File: config.mk
export PLATFORM = sky130hd
export DESIGN_NAME = serial_mouse
export DESIGN_NICKNAME = d
export VERILOG_FILES = /design/src/rtl/serial_mouse.sv
export SDC_FILE = /design/constraint.sdc
export NUM_CORES = 1
export LEC_CHECK = 0
export CORE_ASPECT_RATIO = 1.5
export CORE_UTILIZATION = 61
export DETAILED_ROUTE_END_ITERATION = 8
export PLACE_DENSITY_LB_ADDON = 0.25
export SYNTH_ARGS = -nofsm -noshare
export SYNTH_HDL_FRONTEND = slang
export SYNTH_SLANG_ARGS = --single-unit
File: constraint.sdc
create_clock -name clk -period 5.4 [get_ports clk]
set_input_delay 1.35 -clock clk [delete_from_list [all_inputs] [get_ports clk]]
set_output_delay 1.35 -clock clk [all_outputs]
set_load 0.005 [all_outputs]
File: src/rtl/serial_mouse.sv
`default_nettype none
// ============================================================================
//  Module   : serial_mouse
//  Purpose  : Microsoft-compatible serial mouse emulator. Accumulates relative
//             motion and button reports and transmits 3-byte 7N1 packets at
//             BAUD toward the UART rx pin. The mouse is powered and held in
//             reset by RTS (active low). It announces itself with 'M' each
//             time RTS is asserted.
//  Optional : define SERIAL_MOUSE_MIDBTN_EN for Logitech 3-button mode. This
//             sends the ID "M3", lets btn_m trigger packets, and appends a
//             4th byte (0x20 when pressed) when the middle button is pressed
//             or has changed.
//  Ports    : clk, reset        - clock, synchronous active-high reset
//             rts_n             - low = powered; high = held in reset
//             dtr_n             - unused, kept for wiring symmetry
//             mouse_valid       - one-cycle strobe for dx/dy/buttons
//             mouse_dx/mouse_dy - 9-bit signed deltas (dy positive = down)
//             btn_l/btn_r/btn_m - button levels
//             tx                - serial line, idle high
//             busy              - high during start/data/stop bits
//  Revision : 1.0 - initial release
// ============================================================================
module serial_mouse #(
  parameter int CLK_FREQ = 50000000,
  parameter int BAUD     = 1200
) (
  input  logic       clk,
  input  logic       reset,
  input  logic       rts_n,
  input  logic       dtr_n,
  input  logic       mouse_valid,
  input  logic [8:0] mouse_dx,
  input  logic [8:0] mouse_dy,
  input  logic       btn_l,
  input  logic       btn_r,
  input  logic       btn_m,
  output logic       tx,
  output logic       busy
);
  localparam int CLK_DIV = CLK_FREQ / BAUD;
  localparam int CNT_W   = (CLK_DIV > 1) ? $clog2(CLK_DIV) : 1;
  localparam logic [CNT_W-1:0] CNT_MAX = CNT_W'(CLK_DIV - 1);

  // Byte (line) FSM
  localparam logic [1:0] B_IDLE  = 2'd0;
  localparam logic [1:0] B_START = 2'd1;
  localparam logic [1:0] B_DATA  = 2'd2;
  localparam logic [1:0] B_STOP  = 2'd3;

  // Packet FSM; P_WAIT/P_ID/P_Bn name the byte that is next to be launched
  localparam logic [2:0] P_OFF  = 3'd0;
  localparam logic [2:0] P_WAIT = 3'd1;
  localparam logic [2:0] P_ID   = 3'd2;
  localparam logic [2:0] P_IDLE = 3'd3;
  localparam logic [2:0] P_B1   = 3'd4;
  localparam logic [2:0] P_B2   = 3'd5;
  localparam logic [2:0] P_B3   = 3'd6;
  localparam logic [2:0] P_B4   = 3'd7;

  logic [CNT_W-1:0]   cnt_q, cnt_d;
  logic [1:0]         bst_q, bst_d;
  logic [2:0]         bit_q, bit_d;
  logic [6:0]         shr_q, shr_d;
  logic               tx_q, tx_d;
  logic [2:0]         pst_q, pst_d;
  logic signed [11:0] acc_x_q, acc_x_d, acc_y_q, acc_y_d;
  logic signed [7:0]  sx_q, sx_d, sy_q, sy_d;
  logic               btn_l_q, btn_l_d, btn_r_q, btn_r_d;
  logic               sent_l_q, sent_l_d, sent_r_q, sent_r_d;
`ifdef SERIAL_MOUSE_MIDBTN_EN
  logic               btn_m_q, btn_m_d, sent_m_q, sent_m_d, b4_q, b4_d;
`endif

  logic               tick, launch, have_byte, snap, trigger;
  logic [6:0]         next_byte;
  logic signed [7:0]  sx_snap, sy_snap, sub_x, sub_y;
  logic [8:0]         dlt_x, dlt_y;
  logic signed [13:0] sum_x, sum_y;

  logic unused_inputs;
  assign unused_inputs = &{1'b0, dtr_n, btn_m};

  function automatic logic signed [11:0] sat12(input logic signed [13:0] v);
    if (v > 14'sd2047)       return 12'sh7FF;
    else if (v < -14'sd2048) return 12'sh800;
    else                     return v[11:0];
  endfunction

  function automatic logic signed [7:0] clamp8(input logic signed [11:0] v);
    if (v > 12'sd127)       return 8'sh7F;
    else if (v < -12'sd128) return 8'sh80;
    else                    return v[7:0];
  endfunction

  always_comb begin
    tick      = (cnt_q == CNT_MAX);
    sx_snap   = clamp8(acc_x_q);
    sy_snap   = clamp8(acc_y_q);

    // Byte offered to the line by the packet FSM
    have_byte = 1'b0;
    next_byte = 7'h00;
    case (pst_q)
      P_WAIT: begin have_byte = 1'b1; next_byte = 7'h4D; end
`ifdef SERIAL_MOUSE_MIDBTN_EN
      P_ID:   begin have_byte = 1'b1; next_byte = 7'h33; end
      P_B4:   begin have_byte = 1'b1; next_byte = sent_m_q ? 7'h20 : 7'h00; end
`endif
      P_B1:   begin
        have_byte = 1'b1;
        next_byte = {1'b1, sent_l_q, sent_r_q, sy_q[7:6], sx_q[7:6]};
      end
      P_B2:   begin have_byte = 1'b1; next_byte = {1'b0, sx_q[5:0]}; end
      P_B3:   begin have_byte = 1'b1; next_byte = {1'b0, sy_q[5:0]}; end
      default: ;
    endcase

    // A frame starts only on a tick while the line is idle or finishing a
    // stop bit, which makes consecutive bytes of a packet gap-free.
    launch = tick && have_byte && (bst_q == B_IDLE || bst_q == B_STOP);

    trigger = (acc_x_q != 12'sd0) || (acc_y_q != 12'sd0) ||
              (btn_l_q != sent_l_q) || (btn_r_q != sent_r_q);
`ifdef SERIAL_MOUSE_MIDBTN_EN
    trigger = trigger || (btn_m_q != sent_m_q);
`endif

    // Packet FSM
    pst_d = pst_q;
    snap  = 1'b0;
    case (pst_q)
      P_OFF:  pst_d = P_WAIT;
      P_WAIT: if (launch) pst_d = P_ID;
`ifdef SERIAL_MOUSE_MIDBTN_EN
      P_ID:   if (launch) pst_d = P_IDLE;
`else
      P_ID:   pst_d = P_IDLE;
`endif
      // Waiting for the line to go idle leaves a bit-time gap between packets
      P_IDLE: if (bst_q == B_IDLE && trigger) begin
        pst_d = P_B1;
        snap  = 1'b1;
      end
      P_B1:   if (launch) pst_d = P_B2;
      P_B2:   if (launch) pst_d = P_B3;
`ifdef SERIAL_MOUSE_MIDBTN_EN
      P_B3:   if (launch) pst_d = b4_q ? P_B4 : P_IDLE;
      P_B4:   if (launch) pst_d = P_IDLE;
`else
      P_B3:   if (launch) pst_d = P_IDLE;
      P_B4:   pst_d = P_IDLE;
`endif
      default: pst_d = P_IDLE;
    endcase

    // Bit timer restarts when RTS is first seen asserted
    if (pst_q == P_OFF || tick) cnt_d = '0;
    else                        cnt_d = cnt_q + 1'b1;

    // Byte FSM
    bst_d = bst_q;
    bit_d = bit_q;
    shr_d = shr_q;
    if (tick) begin
      case (bst_q)
        B_START: begin bst_d = B_DATA; bit_d = 3'd0; end
        B_DATA:  begin
          if (bit_q == 3'd6) bst_d = B_STOP;
          else begin
            bit_d = bit_q + 3'd1;
            shr_d = shr_q >> 1;
          end
        end
        default: begin
          if (launch) begin bst_d = B_START; shr_d = next_byte; end
          else        bst_d = B_IDLE;
        end
      endcase
    end
    case (bst_d)
      B_START: tx_d = 1'b0;
      B_DATA:  tx_d = shr_d[0];
      default: tx_d = 1'b1;
    endcase

    // Accumulators: the snapshot is subtracted and a same-cycle delta added
    // in one step so no motion is lost.
    sub_x = snap ? sx_snap : 8'sd0;
    sub_y = snap ? sy_snap : 8'sd0;
    dlt_x = mouse_valid ? mouse_dx : 9'd0;
    dlt_y = mouse_valid ? mouse_dy : 9'd0;
    sum_x = {{2{acc_x_q[11]}}, acc_x_q} - {{6{sub_x[7]}}, sub_x} + {{5{dlt_x[8]}}, dlt_x};
    sum_y = {{2{acc_y_q[11]}}, acc_y_q} - {{6{sub_y[7]}}, sub_y} + {{5{dlt_y[8]}}, dlt_y};
    acc_x_d = sat12(sum_x);
    acc_y_d = sat12(sum_y);

    btn_l_d  = mouse_valid ? btn_l : btn_l_q;
    btn_r_d  = mouse_valid ? btn_r : btn_r_q;
    sent_l_d = snap ? btn_l_q : sent_l_q;
    sent_r_d = snap ? btn_r_q : sent_r_q;
    sx_d     = snap ? sx_snap : sx_q;
    sy_d     = snap ? sy_snap : sy_q;
`ifdef SERIAL_MOUSE_MIDBTN_EN
    btn_m_d  = mouse_valid ? btn_m : btn_m_q;
    sent_m_d = snap ? btn_m_q : sent_m_q;
    // B4 goes out when M is pressed now or was pressed in the last packet
    b4_d     = snap ? (btn_m_q | sent_m_q) : b4_q;
`endif
  end

  // RTS deasserted acts exactly like reset: the line is released on the next edge
  always_ff @(posedge clk) begin
    if (reset || rts_n) begin
      cnt_q    <= '0;
      bst_q    <= B_IDLE;
      bit_q    <= 3'd0;
      shr_q    <= 7'h00;
      tx_q     <= 1'b1;
      pst_q    <= P_OFF;
      acc_x_q  <= 12'sd0;
      acc_y_q  <= 12'sd0;
      sx_q     <= 8'sd0;
      sy_q     <= 8'sd0;
      btn_l_q  <= 1'b0;
      btn_r_q  <= 1'b0;
      sent_l_q <= 1'b0;
      sent_r_q <= 1'b0;
`ifdef SERIAL_MOUSE_MIDBTN_EN
      btn_m_q  <= 1'b0;
      sent_m_q <= 1'b0;
      b4_q     <= 1'b0;
`endif
    end else begin
      cnt_q    <= cnt_d;
      bst_q    <= bst_d;
      bit_q    <= bit_d;
      shr_q    <= shr_d;
      tx_q     <= tx_d;
      pst_q    <= pst_d;
      acc_x_q  <= acc_x_d;
      acc_y_q  <= acc_y_d;
      sx_q     <= sx_d;
      sy_q     <= sy_d;
      btn_l_q  <= btn_l_d;
      btn_r_q  <= btn_r_d;
      sent_l_q <= sent_l_d;
      sent_r_q <= sent_r_d;
`ifdef SERIAL_MOUSE_MIDBTN_EN
      btn_m_q  <= btn_m_d;
      sent_m_q <= sent_m_d;
      b4_q     <= b4_d;
`endif
    end
  end

  assign tx   = tx_q;
  assign busy = (bst_q != B_IDLE);

endmodule
`default_nettype wire

# After elaboration in Yosys (flattened, before gate mapping)
# Index checks and enable logic that the tools add are counted.
# classes
addsub	6
n_lt_le_gt_ge	8
n_eq_ne	22
n_mux	33
bitwise_logic	1
reduce_logical	24
# op_table
cell	count
$mux W8	6
$add A13 B9 Y14	2
$gt A14 B12 Y1 const B	2
$lt A14 B12 Y1 const B	2
$pmux W7 S4	1
$sub A12 B8 Y13	2
$gt A12 B8 Y1 const B	2
$lt A12 B8 Y1 const B	2
$mux W12	2
$reduce_bool A12 Y1	2
$mux W11	2
$pmux W3 S7	1
$mux W3	6
$mux W9	2
$add A16 B1 Y16 const B	1
$eq A16 B16 Y1 const B	1
$eq A3 B3 Y1 const B	5
$mux W7	2
$pmux W7 S2	1
$ne A2 B2 Y1 const B	6
$reduce_or A2 Y1	4
$eq A2 B2 Y1 const B	3
$eq A3 B2 Y1 const B	2
$logic_or A1 B1 Y1	6
18 further kinds	29
# totals
ff_bits	76
out_inout_bits	2
wordCells	111

# Longest topological paths before layout
# Gate-level depths: netlist (run 1).
# depth
word_depth	13
ltp_mapped	22

# Least setup slack after synthesis (run 1)
# OpenSTA, ideal clock, no wires.
# synth_path
path_type	input to register
startpoint	input port mouse_valid
endpoint	register acc_x_q[3]
t_arrival_ps	4413
setup_slack_ps	890
cell_stages	13
path_buffers	3
path_cell_list	clkbuf_1 -> clkbuf_1 -> nand2_1 -> fa_1 -> fa_1 -> nand2b_1 -> a211oi_2 -> o41ai_4 -> a211oi_4 -> or4_1 -> o211ai_2 -> buf_6 -> o41ai_4
# synth_via
elab_chain_cells	5
elab_cells_between_ends	6
# synth_rtl
item	line_no	text
start, declared	31	input logic mouse_valid,
$mux W9 *	190	dlt_x = mouse_valid ? mouse_dx : 9'd0;
$add A13 B9 Y14 *	192	sum_x = {{2{acc_x_q[11]}}, acc_x_q} - {{6{sub_x[7]}}, sub_x} + {{5{dlt_x[8]}}, dlt_x};
$lt A14 B12 Y1	85	else if (v < -14'sd2048) return 12'sh800;
$mux W12	85	
$mux W11 *	84	if (v > 14'sd2047) return 12'sh7FF;
end signal, assigned	220	acc_x_q <= 12'sd0;
end signal, assigned	240	acc_x_q <= acc_x_d;
end, declared	66	logic signed [11:0] acc_x_q, acc_x_d, acc_y_q, acc_y_d;
# Mark *: on every way between the ends. The rest lies on a longest branch, timed or not.
# A chain may end at the register's enable or synchronous reset.

# Worst setup path in the final report (run 1)
# layout_path
startpoint	register acc_y_q[8]
endpoint	register acc_x_q[2]
# layout_via
elab_chain_cells	13
elab_cells_between_ends	14
# layout_rtl
item	line_no	text
start, declared	66	
start signal, assigned	241	acc_y_q <= acc_y_d;
$reduce_bool A12 Y1 *	122	trigger = (acc_x_q != 12'sd0) || (acc_y_q != 12'sd0) ||
$logic_or A1 B1 Y1 * (2 in a row)	122	
$logic_or A1 B1 Y1 *	123	(btn_l_q != sent_l_q) || (btn_r_q != sent_r_q);
$logic_and A1 B1 Y1 *	140	P_IDLE: if (bst_q == B_IDLE && trigger) begin
$mux W1 *	140	
$mux W1 *	131	case (pst_q)
$mux W8 *	188	sub_x = snap ? sx_snap : 8'sd0;
$sub A12 B8 Y13 *	192	
$add A13 B9 Y14 *	192	
$lt A14 B12 Y1	85	
$mux W12	85	
$mux W11 *	84	
# Marks and branches as above.

==> impl_metrics.env, run 1 <==
export IMPL_grt_pass1_wl_um=19600
export IMPL_min_to="sy_q[0]$_SDFFE_PP0P_"
export IMPL_crit_fanout=11
export IMPL_async_flop_share_pct=0
export IMPL_syn_nets=751
export IMPL_rr_startpoint="acc_y_q[8]$_SDFF_PP0_"
export IMPL_fmaxAchievable_mhz=197
export IMPL_gp_congestion=0.879
export IMPL_crit_arrival_ns=5.26
export IMPL_hold_depth=2
export IMPL_n_antenna_cell=0
export IMPL_areaGrowthSynthToFinish_pct=12.2
export IMPL_postSynthAreaPerCell_um2=8.10
export IMPL_cts_tree="yes"
export IMPL_postCtsSetupRepairBufs=0
export IMPL_die_h_um=117
export IMPL_synth_cells=666
export IMPL_wl_per_cell_um=14.5
export IMPL_yosysMostFrequentCell="inv_1"
export IMPL_die_w_um=78.8
export IMPL_rsz0062_at_grt="no"
export IMPL_die_area_um2=9230
export IMPL_worst_slew_pin_slew_ns=0.780
export IMPL_start_kind="flop"
export IMPL_cap_violations=0
export IMPL_drc=0
export IMPL_crit_path_end_kind="flop"
export IMPL_rrSetupSlack_ns=0.33
export IMPL_synth_common_cells="100 x inv_1, 76 x dfxtp_1, 76 x nand2_1"
export IMPL_power_density_nw_per_um2=448
export IMPL_hold_path_class="flop to flop"
export IMPL_antenna_found_initial=0
export IMPL_h_tree_depth=3
export IMPL_synth_cell_types=66
export IMPL_yosys_warnings=0
export IMPL_clk_latency_ns=0.34
export IMPL_numCtsBuffers=9
export IMPL_rows=41
export IMPL_drt_wl_total_um=11700
export IMPL_rr_endpoint="acc_x_q[2]$_SDFF_PP0_"
export IMPL_grt_pass1_vias=4463
export IMPL_cts_sinks=76
export IMPL_netlist_top_cells_area="dfxtp_1 28%, fa_1 8.9%, ha_1 8.1%, inv_1 7.0%, nand2_1 5.3%"
export IMPL_cp_slowest_cell="o211ai_2"
export IMPL_viasPerCell=5.75
export IMPL_root_buffer="clkbuf_16"
export IMPL_drive_gt1_share_pct=7.93
export IMPL_period_needed_ns=5.07
export IMPL_clk_pin_slew_ns=0.06
export IMPL_slowest_delay_ns=0.63
export IMPL_holdBufCountCts=0
export IMPL_ff2ff_path_depth=17
export IMPL_ioPinCount=28
export IMPL_path_buf_inv=2
export IMPL_setup_viol_count_final=0
export IMPL_ant_nets=0
export IMPL_relSlewSlack_pct=48.0
export IMPL_yosys_area_top_type_share_pct=28.2
export IMPL_ys_ff_latch=76
export IMPL_dp_cells=785
export IMPL_grt_usage_pct=27.2
export IMPL_grt_max_degree=37
export IMPL_finalSetupTns_ns=0
export IMPL_critical_path_cell_chain="or4_1 -> nor3_1 -> a31oi_1 -> nand2_1 -> a21oi_1 -> o21ai_0 -> inv_1 -> fa_1 -> inv_1 -> ha_1 -> a211oi_2 -> o21bai_2 -> a31oi_2 -> a21oi_2 -> or2_1 -> o211ai_2 -> o41ai_1"
export IMPL_synth_edf_count=0
export IMPL_crit_family="compound AO/OA/AOI/OAI gates"
export IMPL_coreArea_um2=8520
export IMPL_finalHoldViolCount=0
export IMPL_fin_cells=801
export IMPL_fin_nets=774
export IMPL_ys_flop_type="dfxtp_1"
export IMPL_port_buffers=25
export IMPL_syn_area_um2=5390
export IMPL_drtIter0Drc=176
export IMPL_peakVddDrop_v=0.000351
export IMPL_power_leakage_nw=2.63
export IMPL_yosysTopAreaCell="dfxtp_1"
export IMPL_ys_seq_area_share_pct=28.2
export IMPL_first_pass_iters=5
export IMPL_post_route_period_util_pct=93.8
export IMPL_cp_required_ns=5.59
export IMPL_critical_path_class="flop to flop"
export IMPL_grt_overflow=0
export IMPL_dp_hpwl_um=8930
export IMPL_crit_top_cell="inv_1"
export IMPL_fillers=690
export IMPL_cts_max_path_buffers=2
export IMPL_min_from="sy_q[0]$_SDFFE_PP0P_"
export IMPL_crit_path_start="acc_y_q[8]$_SDFF_PP0_"
export IMPL_outcome="finished, final reports clean"
export IMPL_vias=4606
export IMPL_clock_skew_ns=0.00528
export IMPL_drv_slew=0
export IMPL_initial_core_util_pct=63.3
==> registers in the layout (all words and copies together), names as in the netlist, 2 cells and up <==
register / flops
cnt_q: 16
acc_x_q: 12
acc_y_q: 12
sx_q: 8
sy_q: 8
shr_q: 7
bit_q: 3
pst_q: 3
bst_q: 2
==> how the worst max path moves through the flow <==
stage	cells past startpoint	slack, ns	to
after global placement	13	0.27	acc_x_q[2]$_SDFF_PP0_
after floorplan	13	0.89	acc_x_q[3]$_SDFF_PP0_
final	17	0.33	acc_x_q[2]$_SDFF_PP0_
after CTS	17	0.32	acc_x_q[2]$_SDFF_PP0_
after global routing	17	0.002	acc_x_q[2]$_SDFF_PP0_
after detailed placement	13	0.13	acc_x_q[2]$_SDFF_PP0_
==> per-stage QoR <==
step | util (%) | instance area [um2] | setup WS, ns | hold slack (ns) | power [mW]
after global routing | 71.0 | 6050 | 0.00228 | 0.470 | 2.92
after floorplan | - | 5390 | 0.890 | 0.433 | 1.81
after CTS | 71.0 | 6040 | 0.319 | 0.456 | 2.71
after detailed placement | 67.4 | 5740 | 0.134 | 0.446 | 2.10
after global placement | 67.4 | 5740 | 0.266 | 0.444 | 2.04
final | 71.0 | 6050 | 0.335 | 0.454 | 2.71
==> cell families (layout without fill, tap and decap cells) <==
logic type	count (synthesis)	count (layout)	synth area share, %
multiplexers	14	14	2.62
AND/OR/NAND/NOR	203	203	18.0
buffers and inverters	122	150	8.86
XOR/XNOR	28	28	4.55
AO/OA/AOI/OAI	164	164	20.8
adder cells (fa/ha/maj)	59	59	17.0
flip-flops	76	76	28.2
==> cell usage in the layout, fill, tap and decap left out, drive strengths merged, types with 2 or more instances in the layout <==
cell | Yosys | final
a211oi | 11 | 11
a21o | 6 | 6
a21oi | 51 | 51
a311oi | 2 | 2
a31oi | 8 | 8
and2 | 5 | 5
and3 | 7 | 7
and4 | 4 | 4
buf | 5 | 9
clkbuf | 17 | 11
clkdlybuf4s50 | 0 | 25
clkinv | 0 | 4
dfxtp | 76 | 76
fa | 24 | 24
ha | 35 | 35
inv | 100 | 100
mux2i | 13 | 13
nand2 | 76 | 76
nand2b | 2 | 2
nand3 | 7 | 7
nand3b | 2 | 2
nand4 | 9 | 9
nor2 | 49 | 49
nor2b | 5 | 5
nor3 | 10 | 10
nor4 | 5 | 5
o2111ai | 2 | 2
o21a | 7 | 7
o21ai | 48 | 48
o21bai | 5 | 5
o22ai | 3 | 3
o31ai | 8 | 8
o41ai | 4 | 4
or2 | 7 | 7
or3 | 7 | 7
or4 | 3 | 3
xnor2 | 12 | 12
xor2 | 16 | 16
==> area by class of cell <==
| class | instances | area, um2 | share of cell area, % |
|---|---|---|---|
| clock buffers | 11 | 253 | 4.18 |
| clock inverters | 5 | 50.0 | 0.827 |
| inverters | 100 | 375 | 6.20 |
| multi-input cells | 468 | 3400 | 56.2 |
| flip-flops and latches | 76 | 1520 | 25.1 |
| well taps | 107 | 134 | 2.21 |
| repair buffers | 34 | 318 | 5.25 |
==> report_power, final <==
group          internal [mW]  switching (mW)  total, mW
Clock                  0.379           0.231      0.610
Combinational          0.593           0.811       1.40
Sequential             0.633          0.0611      0.694
==> timing repair <==
| action | 4_1_cts | 5_1_grt |
|---|---|---|
| setup endpoints to repair | 0 | 1 |
| resized for setup | 0 | 1 |
| endpoints found under the hold margin | 0 | 0 |
==> per-layer routing <==
layer | global-route usage, % | wire length [um] | part of all wire, %
met4 | 11.9 | 325 | 2.8
met3 | 3.41 | 279 | 2.4
met1 | 28.9 | 4690 | 40
met2 | 52.9 | 6360 | 55
met5 | 0 | 0 | 0
==> worst min-delay path, stage by stage (launching register included) <==
cell and delay [ns]:
dfxtp_1 0.31, nand2_1 0.05, a21oi_1 0.05
Power figures use the tool's default switching activity.
==> run 2: changes to the inputs <==
Settings changed: SLEW_MARGIN from default to 30.
==> results of run 2 <==
Final layout, timing and power as in run 1 (identical DEF).
